`config.mk`:
```
export PLATFORM = sky130hd
export DESIGN_NAME = hazard_stall_ctrl
export DESIGN_NICKNAME = d
export VERILOG_FILES = /design/src/rtl/hazard_stall_ctrl.sv
export SDC_FILE = /design/constraint.sdc
export NUM_CORES = 1
export LEC_CHECK = 0
export CAP_MARGIN = 10
export CORE_AREA = 5 5 42 44
export DETAILED_ROUTE_END_ITERATION = 10
export DIE_AREA = 0 0 47 49
export PLACE_DENSITY = 0.75
export SLEW_MARGIN = 25
export SYNTH_ARGS = -nofsm -noshare
export SYNTH_HDL_FRONTEND = slang
export SYNTH_SLANG_ARGS = --single-unit
```
`constraint.sdc`:
```
create_clock -name clk -period 6.05 [get_ports clk]
set_clock_uncertainty 0.1 [all_clocks]
set_input_delay 1.21 -clock clk [delete_from_list [all_inputs] [get_ports clk]]
set_output_delay 1.21 -clock clk [all_outputs]
set_load 0.05 [all_outputs]
```
`src/rtl/hazard_stall_ctrl.sv`:
```
// hazard_stall_ctrl
// Pipeline hazard controller: sole source of every *_en / *_flush control.
// Handles load-use stalls, taken-branch redirects and multi-cycle multiply
// sequencing in EX (IDLE/BUSY state machine with a down-counter).
// Optional build macro: HAZARD_STATS_EN adds a saturating 16-bit
// stall_cycles counter output that counts clocks with pc_en low.
module hazard_stall_ctrl #(
    parameter int unsigned REG_ADDR_W = 5,
    parameter int unsigned MUL_LAT    = 4
) (
    input  logic                  clk,
    input  logic                  reset,
    input  logic [REG_ADDR_W-1:0] id_rs1,
    input  logic [REG_ADDR_W-1:0] id_rs2,
    input  logic                  id_use_rs1,
    input  logic                  id_use_rs2,
    input  logic [REG_ADDR_W-1:0] ex_rd,
    input  logic                  ex_mem_read,
    input  logic                  ex_is_mul,
    input  logic                  ex_branch_taken,
    output logic                  pc_en,
    output logic                  ifid_en,
    output logic                  idex_en,
    output logic                  ifid_flush,
    output logic                  idex_flush,
    output logic                  exmem_flush,
    output logic                  mul_busy
`ifdef HAZARD_STATS_EN
    ,
    output logic [15:0]           stall_cycles
`endif
);

    typedef enum logic {
        IDLE,
        BUSY
    } state_t;

    // BUSY starts at MUL_LAT-2 so that IDLE stall + BUSY countdown gives
    // MUL_LAT-1 stall cycles, followed by the cnt==0 release cycle.
    localparam logic [3:0] CNT_INIT = 4'(MUL_LAT - 2);

    state_t     state;
    state_t     state_nx;
    logic [3:0] cnt;
    logic [3:0] cnt_nx;
    logic       mul_stall;
    logic       load_use;
    logic       rs1_hit;
    logic       rs2_hit;

    // Multiply stall: a new multiply seen in IDLE, or countdown still running.
    // The release cycle (BUSY, cnt==0) ignores ex_is_mul so the same multiply
    // cannot retrigger.
    always_comb begin
        mul_stall = 1'b0;
        if (state == IDLE) begin
            mul_stall = ex_is_mul;
        end else begin
            mul_stall = (cnt != '0);
        end
    end

    // Load-use detection; register 0 never hazards.
    always_comb begin
        rs1_hit  = id_use_rs1 && (id_rs1 == ex_rd);
        rs2_hit  = id_use_rs2 && (id_rs2 == ex_rd);
        load_use = ex_mem_read && (ex_rd != '0) && (rs1_hit || rs2_hit);
    end

    // State register and countdown, asynchronously cleared.
    always_ff @(posedge clk or posedge reset) begin
        if (reset) begin
            state <= IDLE;
            cnt   <= '0;
        end else begin
            state <= state_nx;
            cnt   <= cnt_nx;
        end
    end

    // Next-state and counter logic.
    always_comb begin
        state_nx = state;
        cnt_nx   = cnt;
        case (state)
            IDLE: begin
                if (ex_is_mul) begin
                    state_nx = BUSY;
                    cnt_nx   = CNT_INIT;
                end
            end
            BUSY: begin
                if (cnt != '0) begin
                    cnt_nx = cnt - 4'd1;
                end else begin
                    state_nx = IDLE;
                end
            end
            default: begin
                state_nx = IDLE;
                cnt_nx   = '0;
            end
        endcase
    end

    // Output decode, priority: mul stall > taken branch > load-use.
    // Reset forces defaults so the stall drops the moment reset rises.
    always_comb begin
        pc_en       = 1'b1;
        ifid_en     = 1'b1;
        idex_en     = 1'b1;
        ifid_flush  = 1'b0;
        idex_flush  = 1'b0;
        exmem_flush = 1'b0;
        mul_busy    = 1'b0;
        if (!reset) begin
            if (mul_stall) begin
                pc_en       = 1'b0;
                ifid_en     = 1'b0;
                idex_en     = 1'b0;
                exmem_flush = 1'b1;
                mul_busy    = 1'b1;
            end else if (ex_branch_taken) begin
                pc_en      = 1'b1;
                ifid_flush = 1'b1;
                idex_flush = 1'b1;
            end else if (load_use) begin
                pc_en      = 1'b0;
                ifid_en    = 1'b0;
                idex_en    = 1'b1;
                idex_flush = 1'b1;
            end
        end
    end

`ifdef HAZARD_STATS_EN
    // Saturating count of clocks on which the PC was held.
    always_ff @(posedge clk or posedge reset) begin
        if (reset) begin
            stall_cycles <= '0;
        end else if (!pc_en && (stall_cycles != 16'hFFFF)) begin
            stall_cycles <= stall_cycles + 16'd1;
        end
    end
`endif

endmodule

```
Word level (Yosys, flattened, before mapping). Cells that the tools add are included.

Reduce and logical (&&, ||, !) cells: 8. $add $sub $neg: 1. Equal/unequal tests: 4. Muxes and demuxes: 22. Bitwise operators: 1.

Operators by type and width (count): 2-to-1 mux 1 bit (18); == test 5 bit (2); 2-to-1 mux 4 bit (2); case mux 4 bit (2 select lines) (1); nonzero test 5 bit (1); logical AND 1 bit (4); nonzero test 4 bit (1); subtractor 4 x 1 -> 4 bit (second input constant) (1); != test 2 x 1 -> 1 bit (second input constant) (1); != test 2 bit (second input constant) (1); case mux 1 bit (2 select lines) (1); AND reduction 2 bit (1); logical OR 1 bit (1); inverter 1 bit (1).

Word-level logic and storage cells: 38. Bits of input ports: 22. Output and inout bits: 7. Register bits after elaboration: 5.

Longest topological paths before layout. Gate-level depths: netlist (run 1).

Depth in word-level cells: 8. Gate-level depth with buffers: 7. Gate-level depth less buffers: 6.

Worst setup path after synthesis (run 1). OpenSTA, ideal clock, no wires.

Kind: input -> output. From: input ex_is_mul. To: output idex_flush. Cell stages on the path: 4. Setup slack: 1.525 ns. Arrival time: 3.215 ns. Required time: 4.740 ns. Cells stage by stage: nor2b_1 a21o_1 nor3b_1 o21bai_2.

Cells in the longest elaborated chain, start to end: 3.

RTL lines: start, declared (line 19) `input logic ex_is_mul,`; 2-to-1 mux 1 bit (line 57) `if (state == IDLE) begin`; net mul_stall (line 47) `logic mul_stall;`; 2-to-1 mux 1 bit (line 118) `if (mul_stall) begin`; 2-to-1 mux 1 bit (line 117) `if (!reset) begin`; end, declared (line 25) `output logic idex_flush,`.

The timed path passes the listed nets, and every way through them passes these cells.

Worst setup path after layout (run 1).
From: input ex_rd[3]. To: output ifid_en.

Cells in the longest elaborated chain, start to end: 8. Elaborated cells on any way between the ends: 12.

RTL lines: start, declared (line 17) `input logic [REG_ADDR_W-1:0] ex_rd,`; == test 5 bit, on equally long branches (line 66, 67); logical AND 1 bit, on equally long branches (line 66, 67); logical OR 1 bit (line 68) `load_use = ex_mem_read && (ex_rd != '0) && (rs1_hit || rs2_hit);`; logical AND 1 bit * (line 68); 2-to-1 mux 1 bit * (line 128) `end else if (load_use) begin`; 2-to-1 mux 1 bit * (line 124) `end else if (ex_branch_taken) begin`; 2-to-1 mux 1 bit * (line 118); 2-to-1 mux 1 bit * (line 117); end, declared (line 22) `output logic ifid_en,`.

Mark *: on every way between the ends. The rest lies on a longest branch, timed or not.

==> metrics, run 1 <==
commonest non-fill, non-tap cell in the layout=clkdlybuf4s50_1; H-tree depth=1; post-route ant nets=0; Critical Path Most Common Cell=clkdlybuf4s50_1; # clock sinks=5; die height=49 µm; Syn Inst Count=50; Port Buffers=28; yosys warns=0; DR vias/cell=4.71; Setup Buffers After CTS=0; core area=1400 µm²; drt initial violations=1; internal power=0.150 mW; Area Growth Syn to Fin=70.1%; post-synthesis mux area share=0%; Synth Cell Area=444 µm²; Buffers & Inverters on Critical Path=2; FF-to-FF Start=cnt[0]; worst slew pin tran=512 ps; Ant. Diodes=0; DP Wirelength=976 µm; outcome=complete, no violations; largest family of logic cells by synthesized area=XOR/XNOR gates; worst r2r path cells=5; Final min period=4740 ps; Fin Setup TNS=0 ps; filler cell count=138; Seq/Total Area, Yosys=28.2%; Final Max Tran Viols=0; vias in the first global route=531; share of layout cells above drive strength 1=6.25%; GRT Total Usage=11.3%; dpl ws=1310 ps; Final Power=0.284 mW; HP Class=reg2reg; Unique masters post-synth=24; largest net degree at the start of global routing=8; Data arrival, critical path=3430 ps; f_max=211 MHz; Comb power frac=64.6%; gpl congestion=0.806; switching power=0.134 mW; cell depth of the worst setup path=6; EDFF count, synth=0; worst stage delay on the critical path=710 ps; initial core utilization=31.7%; commonest non-fill, non-tap cells in the layout=28 x clkdlybuf4s50_1, 10 x xor2_1, 5 x dfrtp_1; CTS Hold Buffers Added=0; Worst Path Max Fanout=3; final setup margin=1310 ps; via count=452; Worst IR Drop VDD=0.000274 V; Mean Syn Cell Area=8.88 µm²; TritonCTS clock tree=done; hold_ws=429 ps; clock share of power=13.0%; Required @ worst endpoint=4740 ps; crit path kind=in2out; die area=2300 µm²; #FFs+latches synth=5; P per Cell Area=376 nW/µm²; worst skew pair latency=240 ps; Synth Area in Compound Gates=12.7%; WL final=1.10 mm; RSZ-0062 raised after global routing=no; ys async rst share=100%; DR pass1 iterations=2; setup violators final=0; initial antenna violation count=0; CP Cell Sequence=clkdlybuf4s50_1 > xor2_1 > nor4_1 > a32oi_1 > o41a_1 > clkdlybuf4s50_1; Sw Ratio=47.2%; post-CTS resize count=0; final worst-path cycle share=78.3%; Routed WL per cell=11.4 µm; maxcap violations=0; critical path's top delay family=buffers and inverters; Seq pwr share=22.5%; reg2reg setup slack=4440 ps; CP Launch Type=input port; R2R Path End=cnt[0]; fraction of the mapped netlist area in adder cells=5.63%; main flop type after synthesis=dfrtp_1; clk slew on worst S/H paths=40 ps; gr ovfl total=0; placement-stage cell area=729 µm²; Worst slew margin=65.8%; maximum buffer depth of the clock tree=2; fin area=756 µm²; end of the critical path=ifid_en; CTS Buf Count=3; CP max-delay cell=clkdlybuf4s50_1; fin nets=105; root buffer cell=clkbuf_4; die width=47 µm; first-pass GRT wire length=1.94 mm; simple-gate share of the synthesized area=23.1%; Syn Nets=74; final hold vios=0; Setup crit end kind=output port; row count=14; Residual DRC=0; IO Count=29; Lkg Pwr=0.319 nW; critical path startpoint=ex_rd[3]; Synth Area in XOR/XNOR=23.7%
==> layout make-up <==
class	instances	area, µm²	share of cell area, %
multi-input combinational	39	289	38.2
clock buffer	4	26.3	3.48
tap	16	20.0	2.65
timing repair buffer	28	280	37.1
inverter	4	15.0	1.99
sequential	5	125	16.6
==> registers in the layout, summed over array words and instances (netlist names) <==
signal,count
cnt,4
state,1
==> cell families (layout without fill, tap and decap cells) <==
| group | count (synthesis) | count (layout) |
|---|---|---|
| DFF | 5 | 5 |
| xor gates and xnor gates | 12 | 12 |
| buffers and inverters | 6 | 36 |
| adders and majority gates | 2 | 2 |
| and+or+nand+nor | 18 | 18 |
| AOI/OAI and AO/OA | 7 | 7 |
==> stage by stage <==
stage,std cells,util (%)
CTS,96,53.9
finish,96,53.9
global placement,92,52.1
floorplan,50,-
global route,96,53.9
detailed placement,92,52.1
==> worst reg2reg max path: stages, from the launching register on <==
cell,delay (ps)
dfrtp_1,370
inv_1,120
ha_1,150
or3b_4,400
a21o_1,230
o21ai_0,160
==> Yosys cell counts (2+ instances only) <==
cell     count  area share, %
buf_4        2            3.4
dfrtp_1      5             28
ha_1         2            5.6
inv_1        4            3.4
nand2_1      3            2.5
nand3_1      3            3.4
nor2_1       2            1.7
nor4_1       2            2.8
o21ai_0      2            2.3
xnor2_1      2            3.9
xor2_1      10             20
==> worst min path at each step <==
stage          cells after the start     end   start
2_1_floorplan                      2  cnt[1]  cnt[1]
3_3_place_gp                       2  cnt[1]  cnt[1]
3_5_place_dp                       2  cnt[1]  cnt[1]
4_1_cts                            2  cnt[1]  cnt[1]
5_1_grt                            2  cnt[1]  cnt[1]
6_report                           2  cnt[1]  cnt[1]
==> power by group through the flow <==
stage	Combinational [mW]	Clock (mW)	Sequential, mW
floorplan	0.133	0	0.0616
global placement	0.182	0	0.0646
detailed placement	0.185	0	0.0639
CTS	0.186	0.0392	0.0637
global route	0.202	0.0415	0.0664
finish	0.183	0.0368	0.0638
==> metal layers <==
metal / vias up / track usage (%) / share of wire [%]
met3: 0 / 3.69 / 12
met1: 197 / 13.1 / 40
met5: - / 0 / 0
met4: 0 / 6.91 / 0
met2: 24 / 17.2 / 48
li1: 231 / - / -
Note: power is estimated with default switching activity, not from simulation.
==> run 2: changes to the inputs <==
- CORE_AREA: 5 5 42 44 -> unset
- CORE_MARGIN: unset -> 5
- CORE_UTILIZATION: unset -> 34
- DIE_AREA: 0 0 47 49 -> unset
- PLACE_DENSITY: 0.75 -> 0.76
- clock period: 6.05 -> 4.4 ns (I/O delays scaled with it)
==> metrics, run 2 (same netlist as run 1, synthesis figures left out) <==
CP Launch Type=input port; post-CTS resize count=0 (unchanged); final setup margin=311 ps (-999 ps); Worst slew margin=65.9% (+0.092 points); die area=2130 µm² (-7.5%); first-pass GRT wire length=1.77 mm (-8.9%); CP max-delay cell=clkdlybuf4s50_1; worst skew pair latency=240 ps (about the same); H-tree depth=1 (unchanged); gpl congestion=0.797 (-1.2%); largest net degree at the start of global routing=8 (unchanged); Worst Path Max Fanout=3 (unchanged); Buffers & Inverters on Critical Path=2 (unchanged); post-route ant nets=0 (unchanged); Setup crit end kind=output port; share of layout cells above drive strength 1=6.25% (unchanged); initial core utilization=35.0% (+3.3 points); register area=125 µm² (unchanged); IO Count=29 (unchanged); Routed WL per cell=11.2 µm (-2.2%); initial antenna violation count=0 (unchanged); outcome=complete, no violations; setup violators final=0 (unchanged); Biggest register=cnt; TritonCTS clock tree=done; DR vias/cell=4.77 (+1.3%); fin nets=105 (unchanged); combined area of the multi-input logic cells=289 µm² (unchanged); CTS Buf Count=3 (unchanged); die width=46.1 µm (-1.8%); row count=13 (-1); Port Buffers=28 (unchanged); Required @ worst endpoint=3420 ps (-1320 ps); Data arrival, critical path=3110 ps (-320 ps); P per Cell Area=521 nW/µm² (+39%); dpl ws=293 ps (-1010 ps); gr ovfl total=0 (unchanged); Residual DRC=0 (unchanged); CTS Hold Buffers Added=0 (unchanged); crit path kind=in2out; f_max=245 MHz; maxcap violations=0 (unchanged); DP Wirelength=953 µm (-2.3%); Final Max Tran Viols=0 (unchanged); Fin Setup TNS=0 ps (unchanged); HP Class=reg2reg; final worst-path cycle share=92.9%; Lkg Pwr=0.319 nW (unchanged); die height=46.1 µm (-5.8%); core area=1270 µm² (-9.5%); final hold vios=0 (unchanged); root buffer cell=clkbuf_4; Critical Path Most Common Cell=clkdlybuf4s50_1; critical path's top delay family=buffers and inverters; Area Growth Syn to Fin=69.9%; Worst IR Drop VDD=0.000346 V (+26%); worst slew pin tran=511 ps (-1.38 ps); Largest register FFs=4 (unchanged); Final min period=4090 ps; # clock sinks=5 (unchanged); commonest non-fill, non-tap cell in the layout=clkdlybuf4s50_1; via count=453 (+0.22%); maximum buffer depth of the clock tree=2 (unchanged); filler cell count=112 (-19%); Setup Buffers After CTS=0 (unchanged); Ant. Diodes=0 (unchanged); GRT Total Usage=12.1% (+0.80 points); RSZ-0062 raised after global routing=no; CP Cell Sequence=clkdlybuf4s50_1 > xor2_1 > nor4_1 > a32oi_1 > o41a_1 > clkdlybuf4s50_1; worst stage delay on the critical path=710 ps (about the same); WL final=1.06 mm (-3.2%); DR pass1 iterations=4 (+2); clk slew on worst S/H paths=40 ps (about the same); drt initial violations=5 (+4); commonest non-fill, non-tap cells in the layout=28 x clkdlybuf4s50_1, 10 x xor2_1, 5 x dfrtp_1; vias in the first global route=475 (-11%); biggest regs=cnt x4, state x1
## run 2: worst paths after layout
path                            cells after the start  endpoint      from  slack, ps
worst max-delay path                                6   ifid_en  ex_rd[3]        310
worst min-delay path                                2    cnt[1]    cnt[1]        450
worst max register to register                      5    cnt[0]    cnt[0]       2770
worst min register to register                      2    cnt[1]    cnt[1]        450
max in group asynchronous                           2    cnt[1]     reset       3180
min in group asynchronous                           2     state     reset        840
## run 2: area by class of cell
cell class / count / share of cell area [%]
Timing Repair Buffer: 28 / 37.1
Inverter: 4 / 1.99
Clock buffer: 4 / 3.48
Sequential cell: 5 / 16.6
Multi-Input combinational cell: 39 / 38.3
Tap cell: 15 / 2.49
## run 2: per-stage QoR
stage / hold slack [ps] / area (µm²) / power [mW] / util [%] / instances
6_report: 453 / 754 / 0.393 / 59.5 / 95
5_1_grt: 465 / 754 / 0.424 / 59.5 / 95
4_1_cts: 453 / 754 / 0.398 / 59.5 / 95
3_5_place_dp: 448 / 728 / 0.342 / 57.4 / 91
3_3_place_gp: 414 / 728 / 0.338 / 57.4 / 91
2_1_floorplan: 387 / 444 / 0.268 / - / 50
## run 2: power breakdown
group / switching (mW) / internal, mW / total (mW)
Combinational: 0.148 / 0.102 / 0.251
Clock: 0.0177 / 0.0342 / 0.0519
Sequential: 0.0208 / 0.0694 / 0.0901
## run 2: tightest hold or removal path, stage by stage, from the launching register on
cell	delay (ps)
dfrtp_1	380
nand2_1	60
o211ai_1	70
## run 2: layer usage
| metal | wire length [µm] | vias to the layer above | part of all wire (%) | GRT usage, % |
|---|---|---|---|---|
| li1 | - | 232 | - | - |
| met1 | 374 | 193 | 35 | 11.8 |
| met2 | 496 | 24 | 47 | 18.7 |
| met3 | 168 | 4 | 16 | 7.03 |
| met4 | 21 | 0 | 2.0 | 9.09 |
| met5 | 0 | - | 0 | 0 |
